===== config.mk =====
export PLATFORM = sky130hd
export DESIGN_NAME = nucleo_multiciclo
export DESIGN_NICKNAME = d
export VERILOG_FILES = /design/src/rtl/nucleo_pkg.sv /design/src/rtl/banco_registradores_param.sv /design/src/rtl/nucleo_multiciclo.sv
export SDC_FILE = /design/constraint.sdc
export NUM_CORES = 1
export LEC_CHECK = 0
export CORE_UTILIZATION = 38
export DETAILED_ROUTE_END_ITERATION = 10
export PLACE_DENSITY = 0.64
export SLEW_MARGIN = 20
export SYNTH_ARGS = -nofsm -noshare
export SYNTH_HDL_FRONTEND = slang
export SYNTH_SLANG_ARGS = --single-unit

===== constraint.sdc =====
create_clock -name clock -period 4.4 [get_ports clock]
set_input_delay 0.88 -clock clock [delete_from_list [all_inputs] [get_ports clock]]
set_output_delay 0.88 -clock clock [all_outputs]
set_load 0.1 [all_outputs]

===== src/rtl/nucleo_pkg.sv =====
// Shared types for the multi-cycle core: FSM states and decoded operations.
// The ISA is total, so every instruction byte decodes to exactly one operation.
package nucleo_pkg;

    typedef enum logic [2:0] {FETCH, DECODE, EXEC, MEM, WB, HALT} estado_t;

    typedef enum logic [2:0] {
        OP_BEQ, OP_ADD, OP_SUBI, OP_LOAD, OP_STORE, OP_JUMP, OP_HALT
    } opcode_t;

    localparam logic [1:0] CLS_BEQ  = 2'b00;
    localparam logic [1:0] CLS_ADD  = 2'b01;
    localparam logic [1:0] CLS_SUBI = 2'b10;

    localparam logic [1:0] EXT_LOAD  = 2'b00;
    localparam logic [1:0] EXT_STORE = 2'b01;
    localparam logic [1:0] EXT_JUMP  = 2'b10;

    function automatic opcode_t decodifica(input logic [7:0] ir);
        opcode_t op;
        case (ir[7:6])
            CLS_BEQ:  op = OP_BEQ;
            CLS_ADD:  op = OP_ADD;
            CLS_SUBI: op = OP_SUBI;
            default: begin
                case (ir[5:4])
                    EXT_LOAD:  op = OP_LOAD;
                    EXT_STORE: op = OP_STORE;
                    EXT_JUMP:  op = OP_JUMP;
                    default:   op = OP_HALT;
                endcase
            end
        endcase
        return op;
    endfunction

endpackage


===== src/rtl/banco_registradores_param.sv =====
// 8-entry register file, DATA_W wide: two asynchronous reads, one synchronous write,
// synchronous reset clearing every entry.
module banco_registradores_param #(
    parameter int unsigned DATA_W = 8
) (
    input  logic              clock,
    input  logic              reset,
    input  logic              we,
    input  logic [2:0]        waddr,
    input  logic [DATA_W-1:0] wdata,
    input  logic [2:0]        raddr_a,
    output logic [DATA_W-1:0] rdata_a,
    input  logic [2:0]        raddr_b,
    output logic [DATA_W-1:0] rdata_b
);

    logic [DATA_W-1:0] regs_q [8];

    always_ff @(posedge clock) begin
        if (reset) begin
            for (int i = 0; i < 8; i++) begin
                regs_q[i] <= '0;
            end
        end else if (we) begin
            regs_q[waddr] <= wdata;
        end
    end

    assign rdata_a = regs_q[raddr_a];
    assign rdata_b = regs_q[raddr_b];

endmodule


===== src/rtl/nucleo_multiciclo.sv =====
// Multi-cycle core: FETCH/DECODE/EXEC/(MEM)/WB sequencing over handshaked instruction
// and data memories. ALU, branch compare and PC adder live inline here.
module nucleo_multiciclo
    import nucleo_pkg::*;
#(
    parameter int unsigned DATA_W   = 8,
    parameter int unsigned PC_W     = 8,
    parameter int unsigned DADDR_W  = 8,
    parameter int unsigned BR_REG   = 3,
    parameter int unsigned ADDR_REG = 6
) (
    input  logic               clock,
    input  logic               reset,
    output logic               imem_req,
    output logic [PC_W-1:0]    imem_addr,
    input  logic               imem_ready,
    input  logic [7:0]         imem_rdata,
    output logic               dmem_req,
    output logic               dmem_we,
    output logic [DADDR_W-1:0] dmem_addr,
    output logic [DATA_W-1:0]  dmem_wdata,
    input  logic               dmem_ready,
    input  logic [DATA_W-1:0]  dmem_rdata,
    output logic               retire,
    output logic               halted,
    output logic [PC_W-1:0]    dbg_pc
);

    estado_t           estado_q;
    logic [7:0]        ir_q;
    logic [PC_W-1:0]   pc_q, pc_next_q;
    logic [DATA_W-1:0] a_q, b_q, res_q;
    logic              wb_en_q;
    logic              imem_req_q, dmem_req_q, dmem_we_q, retire_q, halted_q;

    opcode_t           op;
    logic [2:0]        raddr_a, raddr_b, waddr;
    logic [DATA_W-1:0] rdata_a, rdata_b, alu_res;
    logic [PC_W-1:0]   desvio, alvo;
    logic              rf_we;

    assign op = decodifica(ir_q);

    // Port A doubles as the BEQ offset read during EXEC, after A/B are already latched.
    always_comb begin
        raddr_a = ir_q[5:3];
        raddr_b = ir_q[2:0];
        if (op == OP_STORE || op == OP_JUMP) begin
            raddr_a = ir_q[2:0];
        end
        if (op == OP_LOAD || op == OP_STORE) begin
            raddr_b = 3'(ADDR_REG);
        end
        if (estado_q == EXEC) begin
            raddr_a = 3'(BR_REG);
        end
    end

    always_comb begin
        case (op)
            OP_ADD:  alu_res = a_q + b_q;
            OP_SUBI: alu_res = a_q - DATA_W'(ir_q[2:0]);
            default: alu_res = a_q;
        endcase
    end

    always_comb begin
        desvio = '0;
        if (op == OP_BEQ && a_q == b_q) begin
            desvio = PC_W'(rdata_a);
        end
        if (op == OP_JUMP) begin
            desvio = PC_W'(a_q);
        end
        alvo = pc_q + PC_W'(1) + desvio;
    end

    assign waddr = (op == OP_LOAD) ? ir_q[2:0] : ir_q[5:3];
    assign rf_we = (estado_q == WB) && wb_en_q;

    banco_registradores_param #(
        .DATA_W (DATA_W)
    ) u_banco (
        .clock   (clock),
        .reset   (reset),
        .we      (rf_we),
        .waddr   (waddr),
        .wdata   (res_q),
        .raddr_a (raddr_a),
        .rdata_a (rdata_a),
        .raddr_b (raddr_b),
        .rdata_b (rdata_b)
    );

    always_ff @(posedge clock) begin
        if (reset) begin
            estado_q   <= FETCH;
            pc_q       <= '0;
            pc_next_q  <= '0;
            ir_q       <= '0;
            a_q        <= '0;
            b_q        <= '0;
            res_q      <= '0;
            wb_en_q    <= 1'b0;
            imem_req_q <= 1'b1;
            dmem_req_q <= 1'b0;
            dmem_we_q  <= 1'b0;
            retire_q   <= 1'b0;
            halted_q   <= 1'b0;
        end else begin
            case (estado_q)
                FETCH: begin
                    if (imem_ready) begin
                        ir_q       <= imem_rdata;
                        imem_req_q <= 1'b0;
                        estado_q   <= DECODE;
                    end
                end
                DECODE: begin
                    a_q      <= rdata_a;
                    b_q      <= rdata_b;
                    estado_q <= EXEC;
                end
                EXEC: begin
                    res_q     <= alu_res;
                    pc_next_q <= alvo;
                    wb_en_q   <= (op == OP_ADD) || (op == OP_SUBI) || (op == OP_LOAD);
                    case (op)
                        OP_HALT: begin
                            halted_q <= 1'b1;
                            estado_q <= HALT;
                        end
                        OP_LOAD, OP_STORE: begin
                            dmem_req_q <= 1'b1;
                            dmem_we_q  <= (op == OP_STORE);
                            estado_q   <= MEM;
                        end
                        default: begin
                            retire_q <= 1'b1;
                            estado_q <= WB;
                        end
                    endcase
                end
                MEM: begin
                    if (dmem_ready) begin
                        if (!dmem_we_q) begin
                            res_q <= dmem_rdata;
                        end
                        dmem_req_q <= 1'b0;
                        dmem_we_q  <= 1'b0;
                        retire_q   <= 1'b1;
                        estado_q   <= WB;
                    end
                end
                WB: begin
                    pc_q       <= pc_next_q;
                    retire_q   <= 1'b0;
                    imem_req_q <= 1'b1;
                    estado_q   <= FETCH;
                end
                HALT: begin
                    estado_q <= HALT;
                end
                default: begin
                    estado_q <= FETCH;
                end
            endcase
        end
    end

    // Masking with reset keeps every strobe quiet in the reset cycle itself.
    assign imem_req   = imem_req_q & ~reset;
    assign dmem_req   = dmem_req_q & ~reset;
    assign dmem_we    = dmem_we_q & ~reset;
    assign retire     = retire_q & ~reset;
    assign halted     = halted_q & ~reset;
    assign imem_addr  = pc_q;
    assign dbg_pc     = pc_q;
    assign dmem_addr  = b_q[DADDR_W-1:0];
    assign dmem_wdata = a_q;

endmodule

==> results of run 1 <==
==> synth_stat cells, drive strengths merged (3+ instances only) <==
master / count
ha: 22
nand2: 52
xor2: 3
buf: 19
a21oi: 44
o21ai: 30
or3b: 3
and2: 66
nor2: 68
dfxtp: 57
nand3b: 3
and3: 6
a211oi: 11
xnor2: 20
a22o: 13
nor4: 13
nor3: 13
nor2b: 11
o21bai: 3
a31oi: 14
clkbuf: 27
a211o: 3
mux2i: 74
o221a: 7
or3: 3
nand2b: 10
a21o: 4
nand3: 7
mux2: 8
o21a: 8
or2: 4
o211ai: 4
inv: 21
edfxtp: 64
==> through the flow <==
step                area, sq um  hold slack (ps)  cells
global route               8730              473   1044
global placement           8070              440   1009
detailed placement         8070              445   1009
floorplan                  7190              432    736
finish                     8730              449   1044
CTS                        8650              452   1041
==> final cells by class <==
type / count / area [sq um]
tap: 229 / 287
clock inverter: 12 / 83.8
timing repair buffer: 93 / 867
sequential: 121 / 3060
clock buffer: 20 / 489
inverter: 21 / 78.8
multi-input combinational: 548 / 3860
fill: 1704 / 9480
==> flip-flops by register name (all words and copies together), names as in the netlist, 3 cells and up <==
name            flops
res_q               8
estado_q            3
dmem_wdata          8
pc_next_q           8
ir_q                8
dmem_addr           8
dbg_pc              8
u_banco.regs_q     64
==> critical path, delay by kind of cell (launching register included) <==
| family | cells | cell delay (ps) |
|---|---|---|
| simple gates | 4 | 1180 |
| mux | 4 | 950 |
| compound gates | 3 | 630 |
| fa+ha+maj | 2 | 420 |
| buf+inv | 3 | 410 |
| flops | 1 | 350 |
| xor+xnor | 1 | 110 |
==> timing repair <==
action,4_1_cts,5_1_grt
hold endpoints to repair,0,0
setup endpoints to repair,0,2
gates resized for setup,0,12
buffers inserted,0,2
hold buffers,0,0
==> power breakdown <==
| group | internal (mW) | switching (mW) | leakage, nW |
|---|---|---|---|
| combinational | 0.311 | 0.476 | 1.81 |
| sequential | 1.24 | 0.0642 | 1.12 |
| clock | 0.804 | 0.546 | 0.278 |
==> cell usage in the layout, fill, tap and decap left out, types with 12 or more instances in the layout <==
cell type / n
a21oi_1: 43
a22o_1: 13
a31oi_1: 14
and2_1: 66
buf_4: 38
clkbuf_16: 20
clkdlybuf4s50_1: 50
dfxtp_1: 56
edfxtp_1: 64
ha_1: 21
inv_1: 21
mux2i_1: 72
nand2_1: 52
nor2_1: 68
nor4_1: 12
o21ai_0: 28
xnor2_1: 20
==> routing by layer <==
layer	vias to the layer above	track usage, %
li1	2780	-
met1	2817	29.7
met2	189	32.1
met3	33	4.47
met4	0	9.47
met5	-	0
==> cell families (layout without fill, tap and decap cells) <==
kind of cell,Yosys count,in the layout,share of synthesized area [%]
AOI/OAI and AO/OA,155,155,14.6
xor gates and xnor gates,23,23,2.81
adders and majority gates,24,24,4.41
buffers and inverters,67,146,4.32
DFF,121,121,42.8
muxes,83,83,12.0
and+or+nand+nor,263,263,19.1
==> worst paths after layout <==
path / slack [ps] / from / endpoint
worst max-delay path: 240 / ir_q[6]$_SDFFE_PP0P_ / pc_next_q[7]$_SDFFE_PP0P_
worst min-delay path: 450 / pc_next_q[1]$_SDFFE_PP0P_ / dbg_pc[1]$_SDFFE_PP0P_
worst max register to register: 240 / ir_q[6]$_SDFFE_PP0P_ / pc_next_q[7]$_SDFFE_PP0P_
worst min register to register: 450 / pc_next_q[1]$_SDFFE_PP0P_ / dbg_pc[1]$_SDFFE_PP0P_
==> results.yml, run 1 <==
status:
  outcome: "complete, but fails checks"
  violations: "DRC"
min_path:
  hold_path.class: "flop to flop"
  holdPathStages: 2
cts:
  cts-root-buf: "clkbuf_16"
  cts.htree.levels: 4
  cts_made_buffers: 17
  max-clock-path-buffers: 2
  clk_pin_slew_ps: 60
  clock_latency_ps: 430
  cts_tree: "yes"
  cts_sinks: 121
detailed_routing:
  num_vias: 5819
  dr.pass1.iters: 8
  wl_met3_microns: 1170
  avgViaCountPerCell: 5.57
  drt-initial-drc-count: 580
  wl_per_cell_microns: 19.6
  wirelength_microns: 20500
  wl_met1_microns: 9610
  ant_nets: 0
  wl_met2_microns: 9270
  drc: 9
  top_layer_used: "met4"
logic_synthesis:
  yosys.area.top_type_share_pct: 26.9
  yosysSeqAreaShare_pct: 42.8
  synth-edff-count: 64
  synthArstFlopShare_pct: 0
  yosys-top-cells-area: "edfxtp_1, dfxtp_1, mux2i_1, and2_1, ha_1"
  synth_area_sq_um: 7160
  synthCells: 736
  syn_nets: 780
  synth_top_area_cell: "edfxtp_1"
  synth_cell_types: 60
  synth_ff_type: "edfxtp_1"
  ys_ff_latch: 121
  avgSynthCellArea_sq_um: 9.72
  yosysWarnings: 0
timing:
  slew-limit-headroom_pct: 28.5
  worst_slack_ps: 235
  rsz0062_at_grt: "false"
  setup-violations-final: 0
  min_period_over_period_pct: 94.7
  fmax_mhz: 240
  final_max_slew_viol_count: 0
  tightest_slew_ps: 1070
  min_period_ps: 4160
  setup_tns_ps: 0
  clock-skew-final_ps: 7.21
  timing.final.hold_violations: 0
floorplanning:
  start_util_pct: 39.3
  die_y_microns: 139
  core_sq_um: 18200
  fp.dieW_microns: 139
  io_pins: 57
  dieArea_sq_um: 19400
  fp-row-count: 49
critical_path:
  path_cells: "inv_1 > ha_1 > nor2b_1 > nor3_4 > mux2i_4 > buf_6 > clkbuf_16 > mux2i_1 > mux2i_1 > mux2_2 > a22o_1 > ha_1 > or3_4 > o21ai_2 > xor2_2 > a32o_1 > or3b_1"
  worstSetupStartpointType: "flop"
  worstSetupEndpointType: "flop"
  cp.required_ps: 4710
  r2r_cells: 17
  crit_fanout: 12
  cpMaxStageDelayCell: "or3_4"
  cp.arrival_ps: 4480
  cpPeakStageDelay_ps: 390
  critPathKind: "flop to flop"
run:
  maxCapViolations: 0
power_and_ir_drop:
  p_leak_nw: 3.22
  ir_drop_uv: 262
  power_density_nw_per_um2: 394
  p_total_mw: 3.44
place:
  place_hpwl_microns: 14800
  place.gp.congestion: 0.883
  place_ws_ps: 23.9
  portBuffers: 56
final_layout:
  drive_above_1_share_pct: 13.9
  nNetsFinal: 846
  syn_to_final_growth_pct: 21.9
  diodes: 0
  final_util_pct: 47.9
grt:
  grt_usage_pct: 21.4
  grt_pass1_wl_microns: 31000
  grt_overflow: 0
  grt_max_degree: 64
  grt_pass1_vias: 5367
  antenna_found_initial: 0
No activity file was read; power rests on OpenSTA's default activity.
==> inputs of run 2 (changes only) <==
--- a/config.mk
+++ b/config.mk
@@ -7,8 +7,9 @@
 export LEC_CHECK = 0
 export CORE_UTILIZATION = 38
 export DETAILED_ROUTE_END_ITERATION = 10
-export PLACE_DENSITY = 0.64
+export PLACE_DENSITY_LB_ADDON = 0.12
 export SLEW_MARGIN = 20
 export SYNTH_ARGS = -nofsm -noshare
 export SYNTH_HDL_FRONTEND = slang
 export SYNTH_SLANG_ARGS = --single-unit
+export TNS_END_PERCENT = 50
==> run 2 against run 1 <==
  * The run still ends with DRC left
  * Power rose by 3.9%
  * Hold slack better by 3.4 ps
  * Non-clock buffer count is the same
  * Final cell count unchanged
  * Fmax down 0.72%
  * Via count is 0.67% higher
  * Flip-flop and latch count unchanged
  * Sequential power about the same
  * Worst setup slack got worse by 30 ps
  * Sequential share of layout area fell by 0.26 points
==> results.yml, run 2 (synthesis gave the netlist of run 1 again) <==
detailed_routing:
  dr.pass1.iters: 8
  num_vias: 5858
  drt-initial-drc-count: 531
  ant_nets: 0
  avgViaCountPerCell: 5.61
  wl_per_cell_microns: 21.3
  drc: 5
  wirelength_microns: 22200
place:
  dpl.cell_count: 1008
  place_ws_ps: -103
  portBuffers: 56
  place_hpwl_microns: 16600
  place.gp.congestion: 0.925
grt:
  antenna_found_initial: 0
  grt_pass1_vias: 5542
  grt_max_degree: 64
  grt_overflow: 0
  grt_usage_pct: 23.4
  grt_pass1_wl_microns: 33800
min_path:
  min_from: "pc_next_q[2]$_SDFFE_PP0P_"
  hold_path.class: "flop to flop"
  holdPathStages: 2
final_layout:
  top_register: "u_banco.regs_q"
  syn_to_final_growth_pct: 22.8
  final_common_cell: "mux2i_1"
  nNetsFinal: 846
  drive_above_1_share_pct: 14.7
  mostFrequentLayoutCells: "mux2i_1, nor2_1, and2_1, edfxtp_1, dfxtp_1"
  fill_cells: 1684
  largest_reg_flops: 64
  finalNonFillerCells: 1044
  diodes: 0
cts:
  cts.htree.levels: 4
  cts-root-buf: "clkbuf_16"
  cts_made_buffers: 17
  cts_tree: "yes"
  clock_latency_ps: 420
  max-clock-path-buffers: 2
  clk_pin_slew_ps: 60
  cts_hold_buffers: 0
  cts_sinks: 121
run:
  maxCapViolations: 0
critical_path:
  crit_fanout: 13
  path_cells: "inv_1 > ha_1 > nor2b_1 > nor3_4 > buf_4 > mux2i_4 > buf_12 > mux2i_1 > mux2i_1 > mux2_2 > a22o_1 > ha_1 > or3_1 > o21ai_2 > xor2_2 > a32o_1 > or3b_1"
  cp-startpoint: "ir_q[6]$_SDFFE_PP0P_"
  timing.rr.start: "ir_q[6]$_SDFFE_PP0P_"
  r2r_cells: 17
  critPathKind: "flop to flop"
  cpPeakStageDelay_ps: 390
  worstSetupEndpointType: "flop"
  worstSetupStartpointType: "flop"
  cp.required_ps: 4700
  reg2reg_slack_ps: 200
  cp.arrival_ps: 4490
  cpMaxStageDelayCell: "dfxtp_1"
timing:
  worst_slack_ps: 205
  min_period_over_period_pct: 95.3
  final_max_slew_viol_count: 0
  slew-limit-headroom_pct: 27.5
  timing.final.hold_violations: 0
  rsz0062_at_grt: "false"
  min_period_ps: 4200
  fmax_mhz: 238
  holdWs_ps: 452
  tightest_slew_ps: 1080
  clock-skew-final_ps: 6.58
  setup-violations-final: 0
floorplanning:
  dieArea_sq_um: 19400
  core_sq_um: 18200
  io_pins: 57
  fp-row-count: 49
  fp.dieW_microns: 139
  start_util_pct: 39.3
  die_y_microns: 139
power_and_ir_drop:
  p_leak_nw: 3.24
  ir_drop_uv: 279
  power_density_nw_per_um2: 407
status:
  violations: "DRC"
  outcome: "complete, but fails checks"
## run 2: cell types whose count changed in the layout (fill, tap and decap cells not counted), sizes merged
cell / before / now
inv: 27 / 28
clkbuf: 21 / 18
clkinv: 3 / 4
bufinv: 0 / 3
clkinvlp: 3 / 1
## run 2: through the flow
step	setup TNS [ps]	instance area, sq um	util, %	total power [mW]
after global placement	0	8070	44.3	2.09
final	0	8790	48.3	3.57
after detailed placement	-115	8070	44.3	2.09
after CTS	0	8700	47.8	3.57
after global routing	0	8790	48.3	3.70
after floorplan	0	7190	-	1.86
## run 2: metal layers
layer / track usage, % / part of all wire [%] / up-vias
li1: - / - / 2782
met1: 33.1 / 48 / 2884
met2: 36.5 / 46 / 167
met3: 3.44 / 4.3 / 25
met4: 7.95 / 1.8 / 0
met5: 0 / 0 / -
## run 2: where the power goes
| part | internal [mW] | switching, mW | leakage (nW) |
|---|---|---|---|
| Sequential | 1.24 | 0.0732 | 1.12 |
| Combinational | 0.312 | 0.481 | 1.81 |
| Clock | 0.904 | 0.566 | 0.301 |
| Total | 2.45 | 1.12 | 3.24 |
## run 2: path summary, 6_finish.rpt
path,to
worst max-delay path,pc_next_q[7]$_SDFFE_PP0P_
worst min-delay path,dbg_pc[2]$_SDFFE_PP0P_
worst min register to register,dbg_pc[2]$_SDFFE_PP0P_
worst max register to register,pc_next_q[7]$_SDFFE_PP0P_
## run 2: what timing repair did
| action | in CTS | in global routing |
|---|---|---|
| setup endpoints to repair | 2 | 2 |
| cloned | 0 | 1 |
| buffers inserted | 1 | 2 |
| pin swaps | 1 | 1 |
| gates resized for setup | 3 | 13 |
## run 2: layout make-up
cell class,instances,area (sq um),share of cell area [%]
Inverter,21,78.8,0.897
Tap cell,229,287,3.26
Clock inverter,15,189,2.15
Sequential cell,121,3060,34.9
Timing Repair Buffer,93,863,9.82
Multi-Input combinational cell,548,3880,44.2
Clock buffer,17,425,4.84
## run 2: critical path, delay by kind of cell, from the launching register on
kind | cells | cell delay [ps]
xor+xnor | 1 | 120
mux | 4 | 1070
simple gates | 4 | 1050
fa+ha+maj | 2 | 400
buf+inv | 3 | 440
compound gates | 3 | 580
flops | 1 | 390
